==> src/rtl/slave_out_pkg.sv <==
// Shared types and constants for the slave read-data transmitter.
package slave_out_pkg;

  typedef enum logic [2:0] {
    S_IDLE,
    S_FETCH,
    S_LOAD,
    S_WAIT,
    S_SEND,
    S_GAP,
    S_DONE
  } state_t;

  localparam logic [1:0] INSTR_READ = 2'b11;
  localparam int BURST_W = 12;

  function automatic int cnt_w(input int dw);
    return (dw > 1) ? $clog2(dw) : 1;
  endfunction

  // A burst count of zero still moves one byte.
  function automatic logic [BURST_W-1:0] beats_of(
    input logic [BURST_W-1:0] n
  );
    return (n == '0) ? BURST_W'(1) : n;
  endfunction

endpackage

==> src/rtl/slave_out_shift.sv <==
// Parallel-in serial-out shift register with a per-byte bit counter.
module slave_out_shift
  import slave_out_pkg::*;
#(
  parameter int DATA_WIDTH = 8,
  localparam int CNT_W = cnt_w(DATA_WIDTH)
) (
  input  logic                  clk,
  input  logic                  reset,
  input  logic                  load,
  input  logic                  shift,
  input  logic [DATA_WIDTH-1:0] d,
  output logic                  q_msb,
  output logic                  q_nxt,
  output logic                  last,
  output logic [CNT_W-1:0]      cnt
);

  logic [DATA_WIDTH-1:0] r_sh;
  logic [CNT_W-1:0]      r_cnt;
  logic                  w_last;

  assign w_last = (r_cnt == CNT_W'(DATA_WIDTH - 1));

  always_ff @(posedge clk or posedge reset) begin
    if (reset) begin
      r_sh  <= '0;
      r_cnt <= '0;
    end else if (load) begin
      r_sh  <= d;
      r_cnt <= '0;
    end else if (shift) begin
      r_sh  <= {r_sh[DATA_WIDTH-2:0], 1'b0};
      r_cnt <= w_last ? '0 : r_cnt + CNT_W'(1);
    end
  end

  assign q_msb = r_sh[DATA_WIDTH-1];
  assign q_nxt = r_sh[DATA_WIDTH-2];
  assign last  = w_last;
  assign cnt   = r_cnt;

endmodule

==> src/rtl/slave_out.sv <==
// Slave-side read-data transmitter: fetches bytes from local memory
// and serialises them MSB-first onto the 1-bit return line.
module slave_out
  import slave_out_pkg::*;
#(
  parameter int ADDR_WIDTH = 12,
  parameter int DATA_WIDTH = 8
) (
  input  logic                  clk,
  input  logic                  reset,
  input  logic                  start,
  input  logic [1:0]            instruction,
  input  logic [BURST_W-1:0]    burst_num,
  input  logic [ADDR_WIDTH-1:0] base_addr,
  input  logic                  master_ready,
  input  logic [DATA_WIDTH-1:0] mem_rdata,
  output logic                  mem_rd_en,
  output logic [ADDR_WIDTH-1:0] mem_addr,
  output logic                  slave_valid,
  output logic                  tx_data,
  output logic                  tx_done,
  output logic                  busy
);

  localparam int CNT_W = cnt_w(DATA_WIDTH);

  state_t                r_state;
  logic [ADDR_WIDTH-1:0] r_cur;
  logic [ADDR_WIDTH-1:0] r_addr;
  logic [BURST_W-1:0]    r_beats;
  logic [DATA_WIDTH-1:0] r_nbuf;
  logic                  r_rd_en;
  logic                  r_valid;
  logic                  r_tx;
  logic                  r_done;
  logic                  r_busy;

  logic                  w_load;
  logic                  w_shift;
  logic [DATA_WIDTH-1:0] w_load_d;
  logic                  w_q_msb;
  logic                  w_q_nxt;
  logic                  w_last;
  logic [CNT_W-1:0]      w_bit_cnt;
  logic                  w_more;
  logic                  w_pre;

  assign w_load   = (r_state == S_LOAD) ||
                    ((r_state == S_GAP) && master_ready);
  assign w_load_d = (r_state == S_LOAD) ? mem_rdata : r_nbuf;
  assign w_shift  = (r_state == S_SEND);
  assign w_more   = (r_beats > BURST_W'(1));
  // Strobe lands in the second-to-last bit so data is ready at the byte end.
  assign w_pre    = w_more &&
                    (w_bit_cnt == CNT_W'(DATA_WIDTH - 3));

  slave_out_shift #(
    .DATA_WIDTH(DATA_WIDTH)
  ) u_shift (
    .clk  (clk),
    .reset(reset),
    .load (w_load),
    .shift(w_shift),
    .d    (w_load_d),
    .q_msb(w_q_msb),
    .q_nxt(w_q_nxt),
    .last (w_last),
    .cnt  (w_bit_cnt)
  );

  always_ff @(posedge clk or posedge reset) begin
    if (reset) begin
      r_state <= S_IDLE;
      r_cur   <= '0;
      r_addr  <= '0;
      r_beats <= '0;
      r_nbuf  <= '0;
      r_rd_en <= 1'b0;
      r_valid <= 1'b0;
      r_tx    <= 1'b0;
      r_done  <= 1'b0;
      r_busy  <= 1'b0;
    end else begin
      r_rd_en <= 1'b0;
      r_done  <= 1'b0;
      unique case (r_state)
        S_IDLE: begin
          if (start && (instruction == INSTR_READ)) begin
            r_cur   <= base_addr;
            r_addr  <= base_addr;
            r_beats <= beats_of(burst_num);
            r_rd_en <= 1'b1;
            r_busy  <= 1'b1;
            r_state <= S_FETCH;
          end
        end
        S_FETCH: r_state <= S_LOAD;
        S_LOAD: begin
          r_cur   <= r_cur + ADDR_WIDTH'(1);
          r_state <= S_WAIT;
        end
        S_WAIT: begin
          if (master_ready) begin
            r_valid <= 1'b1;
            r_tx    <= w_q_msb;
            r_state <= S_SEND;
          end
        end
        S_SEND: begin
          if (w_last) begin
            r_beats <= r_beats - BURST_W'(1);
            r_tx    <= 1'b0;
            if (w_more) begin
              r_nbuf  <= mem_rdata;
              r_state <= S_GAP;
            end else begin
              r_valid <= 1'b0;
              r_done  <= 1'b1;
              r_state <= S_DONE;
            end
          end else begin
            r_tx <= w_q_nxt;
            if (w_pre) begin
              r_rd_en <= 1'b1;
              r_addr  <= r_cur;
            end
          end
        end
        S_GAP: begin
          if (master_ready) begin
            r_cur   <= r_cur + ADDR_WIDTH'(1);
            r_tx    <= r_nbuf[DATA_WIDTH-1];
            r_state <= S_SEND;
          end
        end
        S_DONE: begin
          r_busy  <= 1'b0;
          r_state <= S_IDLE;
        end
        default: r_state <= S_IDLE;
      endcase
    end
  end

  assign mem_rd_en   = r_rd_en;
  assign mem_addr    = r_addr;
  assign slave_valid = r_valid;
  assign tx_data     = r_tx;
  assign tx_done     = r_done;
  assign busy        = r_busy;

endmodule

==> config.mk <==
export PLATFORM = sky130hd
export DESIGN_NAME = slave_out
export DESIGN_NICKNAME = d
export VERILOG_FILES = /design/src/rtl/slave_out_pkg.sv /design/src/rtl/slave_out_shift.sv /design/src/rtl/slave_out.sv
export SDC_FILE = /design/constraint.sdc
export NUM_CORES = 1
export LEC_CHECK = 0
export CAP_MARGIN = 0
export CELL_PAD_IN_SITES_DETAIL_PLACEMENT = 0
export CELL_PAD_IN_SITES_GLOBAL_PLACEMENT = 2
export CORE_MARGIN = 5
export CORE_UTILIZATION = 25
export CTS_BUF_LIST = sky130_fd_sc_hd__clkbuf_16
export CTS_CLUSTER_DIAMETER = 200
export CTS_CLUSTER_SIZE = 8
export DETAILED_ROUTE_END_ITERATION = 6
export PLACE_DENSITY = 0.61
export SLEW_MARGIN = 20
export SYNTH_ARGS = -nofsm -noshare
export SYNTH_HDL_FRONTEND = slang
export SYNTH_SLANG_ARGS = --single-unit
==> constraint.sdc <==
create_clock -name clk -period 2 [get_ports clk]
set_input_delay 0.5 -clock clk [delete_from_list [all_inputs] [get_ports clk]]
set_output_delay 0.5 -clock clk [all_outputs]
set_load 0.02 [all_outputs]
==> flow_summary.yaml <==
synth:
  synth_top_family_by_area: "compound AO/OA/AOI/OAI gates"
  synth_xor_area_frac: 0
  synth_nets: 414
  netlist-cell-type-count: 56
  async_flop_share: 1.00
  synthCells: 370
  synth_edf_count: 0
  synth_compound_area_frac: 0.279
  ys_seq_elements: 63
  syn_area_sq_um: 3510
  synth_flop_cell: "dfrtp_1"
  muxShareOfSynthArea: 0.0342
  ys_seq_area_frac: 0.449
  synth_adder_area_share: 0.0214
  avgSynthCellArea_sq_um: 9.49
  yosys.area_share.simple: 0.175
  ys_warn_count: 0
grt:
  grt_use_total: 0.127
  use_met3: 0.0303
  busiest_layer: "met2"
  grt-ovfl-total: 0
  grt_pass1_wl_um: 16400
  grt_use_met2: 0.184
  grt_max_degree: 64
  gr-usage-met1: 0.180
  antenna_found_initial: 0
  grt_pass1_vias: 3106
clock_tree:
  holdBufCountCts: 0
  cts_tree: "built"
  cts_sinks: 63
  clk_pin_slew_ns: 0.06
  clock_latency_ns: 0.34
  cts.root.buffer_cell: "clkbuf_16"
  clk_path_buf_depth: 2
  cts_setup_buffers: 0
  cts-buffers-inserted: 9
  cts_htree_levels: 3
floorplanning:
  die_area_sq_um: 16500
  rows: 43
  initial_core_util: 0.254
  core_sq_um: 13800
  die_h_um: 129
  die_w_um: 129
  pin_count: 55
timing:
  whs_ns: 0.480
  clock_skew_ns: 0.00785
  rsz0062_at_grt: "false"
  worst_pin_slew_ns: 0.400
  max_slew_margin: 0.733
  slew_viol_final: 0
  setup-tns-final_ns: 0
  finalSetupViolCount: 0
  hold_violations: 0
  max_freq_mhz: 545
  fin_crit_ns: 1.83
  fin_crit_sh: 0.917
final_layout:
  layout_common_cells: "63 x dfrtp_1, 54 x clkdlybuf4s50_1, 45 x nand2_1, 32 x a21oi_1, 29 x buf_4"
  nFillCells: 1424
  finalNetCount: 488
  area_growth_pct: 36.1
  multi_input_area_sq_um: 1810
  regArea_sq_um: 1580
  antenna_cells: 0
  drive_above_1_share: 0.158
  layout.cells.most_common: "dfrtp_1"
  final_util: 0.345
detailed_routing:
  wirelength_um: 10100
  via_per_inst: 4.87
  drtIter0Drc: 171
  vias: 3065
  dr.pass1.iters: 6
  wl_per_cell_um: 16.0
  drc_errors: 0
  detail-route-antenna-nets: 0
power:
  finalPower_uw: 7300
  p_per_area_nw_per_um2: 1530
  peakVddDrop_mv: 0.453
  p_leak_uw: 0.00187
setup_path:
  crit_buf_inv: 1
  critical_path.slowest_cell: "clkdlybuf4s50_1"
  cp-start-kind: "flop"
  slowest_delay_ns: 0.62
  crit_family: "buffers and inverters"
  path_cells: "clkdlybuf4s50_1"
  worstPathRequired_ns: 1.50
  crit_type: "reg -> out"
  worstPathMaxFanout: 2
  end_kind: "primary output"
  arrival_ns: 1.33
status:
  outcome: "completed"
run:
  maxCapViolCount: 0
placement:
  gp_congestion: 0.735
  port_buffers: 54
  hpwl_um: 7030
hold_path:
  min_path_type: "reg -> reg"
stage by stage:
step	setup slack, ns	instance area, sq um	instances
2_1_floorplan	0.154	3510	370
3_3_place_gp	-0.101	4440	613
3_5_place_dp	-0.107	4440	613
4_1_cts	0.0834	4750	629
5_1_grt	0.0490	4780	629
6_report	0.165	4780	629
repair_timing:
| action | CTS | global route |
|---|---|---|
| setup endpoints to repair | 0 | 20 |
| resized for setup | 0 | 3 |
| endpoints found under the hold margin | 0 | 0 |
path summary, 6_finish.rpt:
path                                   start            to  slack [ns]  cells after the start
worst min-delay path               r_nbuf[5]     r_nbuf[5]        0.48                      1
max in group asynchronous              reset    r_beats[7]        1.11                      3
min in group asynchronous              reset      r_cur[1]        0.60                      3
worst max register to register    r_beats[0]   mem_addr[2]        0.20                      7
worst min register to register     r_nbuf[5]     r_nbuf[5]        0.48                      1
worst max-delay path            mem_addr[11]  mem_addr[11]        0.17                      1
worst reg2reg max path: stages, from the launching register on:
cell,delay [ns]
dfrtp_1,0.43
inv_1,0.09
ha_1,0.24
o2111ai_1,0.20
nand2_1,0.08
buf_4,0.20
o22ai_1,0.35
a2bb2oi_2,0.10
layer usage:
metal | up-vias | wire length (um)
li1 | 1529 | -
met1 | 1470 | 5090
met2 | 56 | 4420
met3 | 10 | 460
met4 | 0 | 125
met5 | - | 0
where the power goes:
group,total (uW),switching (uW),internal [uW]
combinational,3310,1740,1570
clock,1680,596,1080
sequential,2320,509,1810
cells in the mapped netlist, types with 3 or more instances:
cell type / n / area share
a211oi_1: 8 / 0.017
a21oi_1: 32 / 0.046
a2bb2oi_1: 8 / 0.020
a2bb2oi_2: 9 / 0.038
a31oi_1: 10 / 0.018
buf_2: 13 / 0.019
clkbuf_1: 7 / 0.0075
dfrtp_1: 63 / 0.45
ha_1: 6 / 0.021
inv_1: 7 / 0.0075
mux2_1: 8 / 0.026
mux2i_1: 3 / 0.0086
nand2_1: 45 / 0.048
nand2b_1: 3 / 0.0053
nand3_1: 11 / 0.016
nor2_1: 28 / 0.030
nor2b_1: 8 / 0.014
nor3_1: 8 / 0.011
nor3b_1: 3 / 0.0064
nor4_1: 3 / 0.0053
o21ai_0: 11 / 0.016
o21ai_1: 17 / 0.024
o22ai_1: 19 / 0.034
registers in the layout, indices dropped and copies added (netlist names):
signal        flops
tx_done           1
u_shift.r_sh      8
busy              1
r_cur            12
r_beats          12
mem_addr         12
mem_rd_en         1
r_state           3
slave_valid       1
r_nbuf            8
tx_data           1
u_shift.cnt       3
cell type report:
type,instances,area share
clock inverters,7,0.0186
repair buffers,86,0.171
clock buffers,9,0.0471
multi-input cells,277,0.380
inverters,7,0.00629
flip-flops and latches,63,0.330
well taps,180,0.0471
kinds of logic (layout without fill, tap and decap cells):
logic type,Yosys count,after routing
buf+inv,30,109
fa+ha+maj,6,6
compound gates,137,137
simple gates,123,123
flops,63,63
mux,11,11
Power figures use the tool's default switching activity.
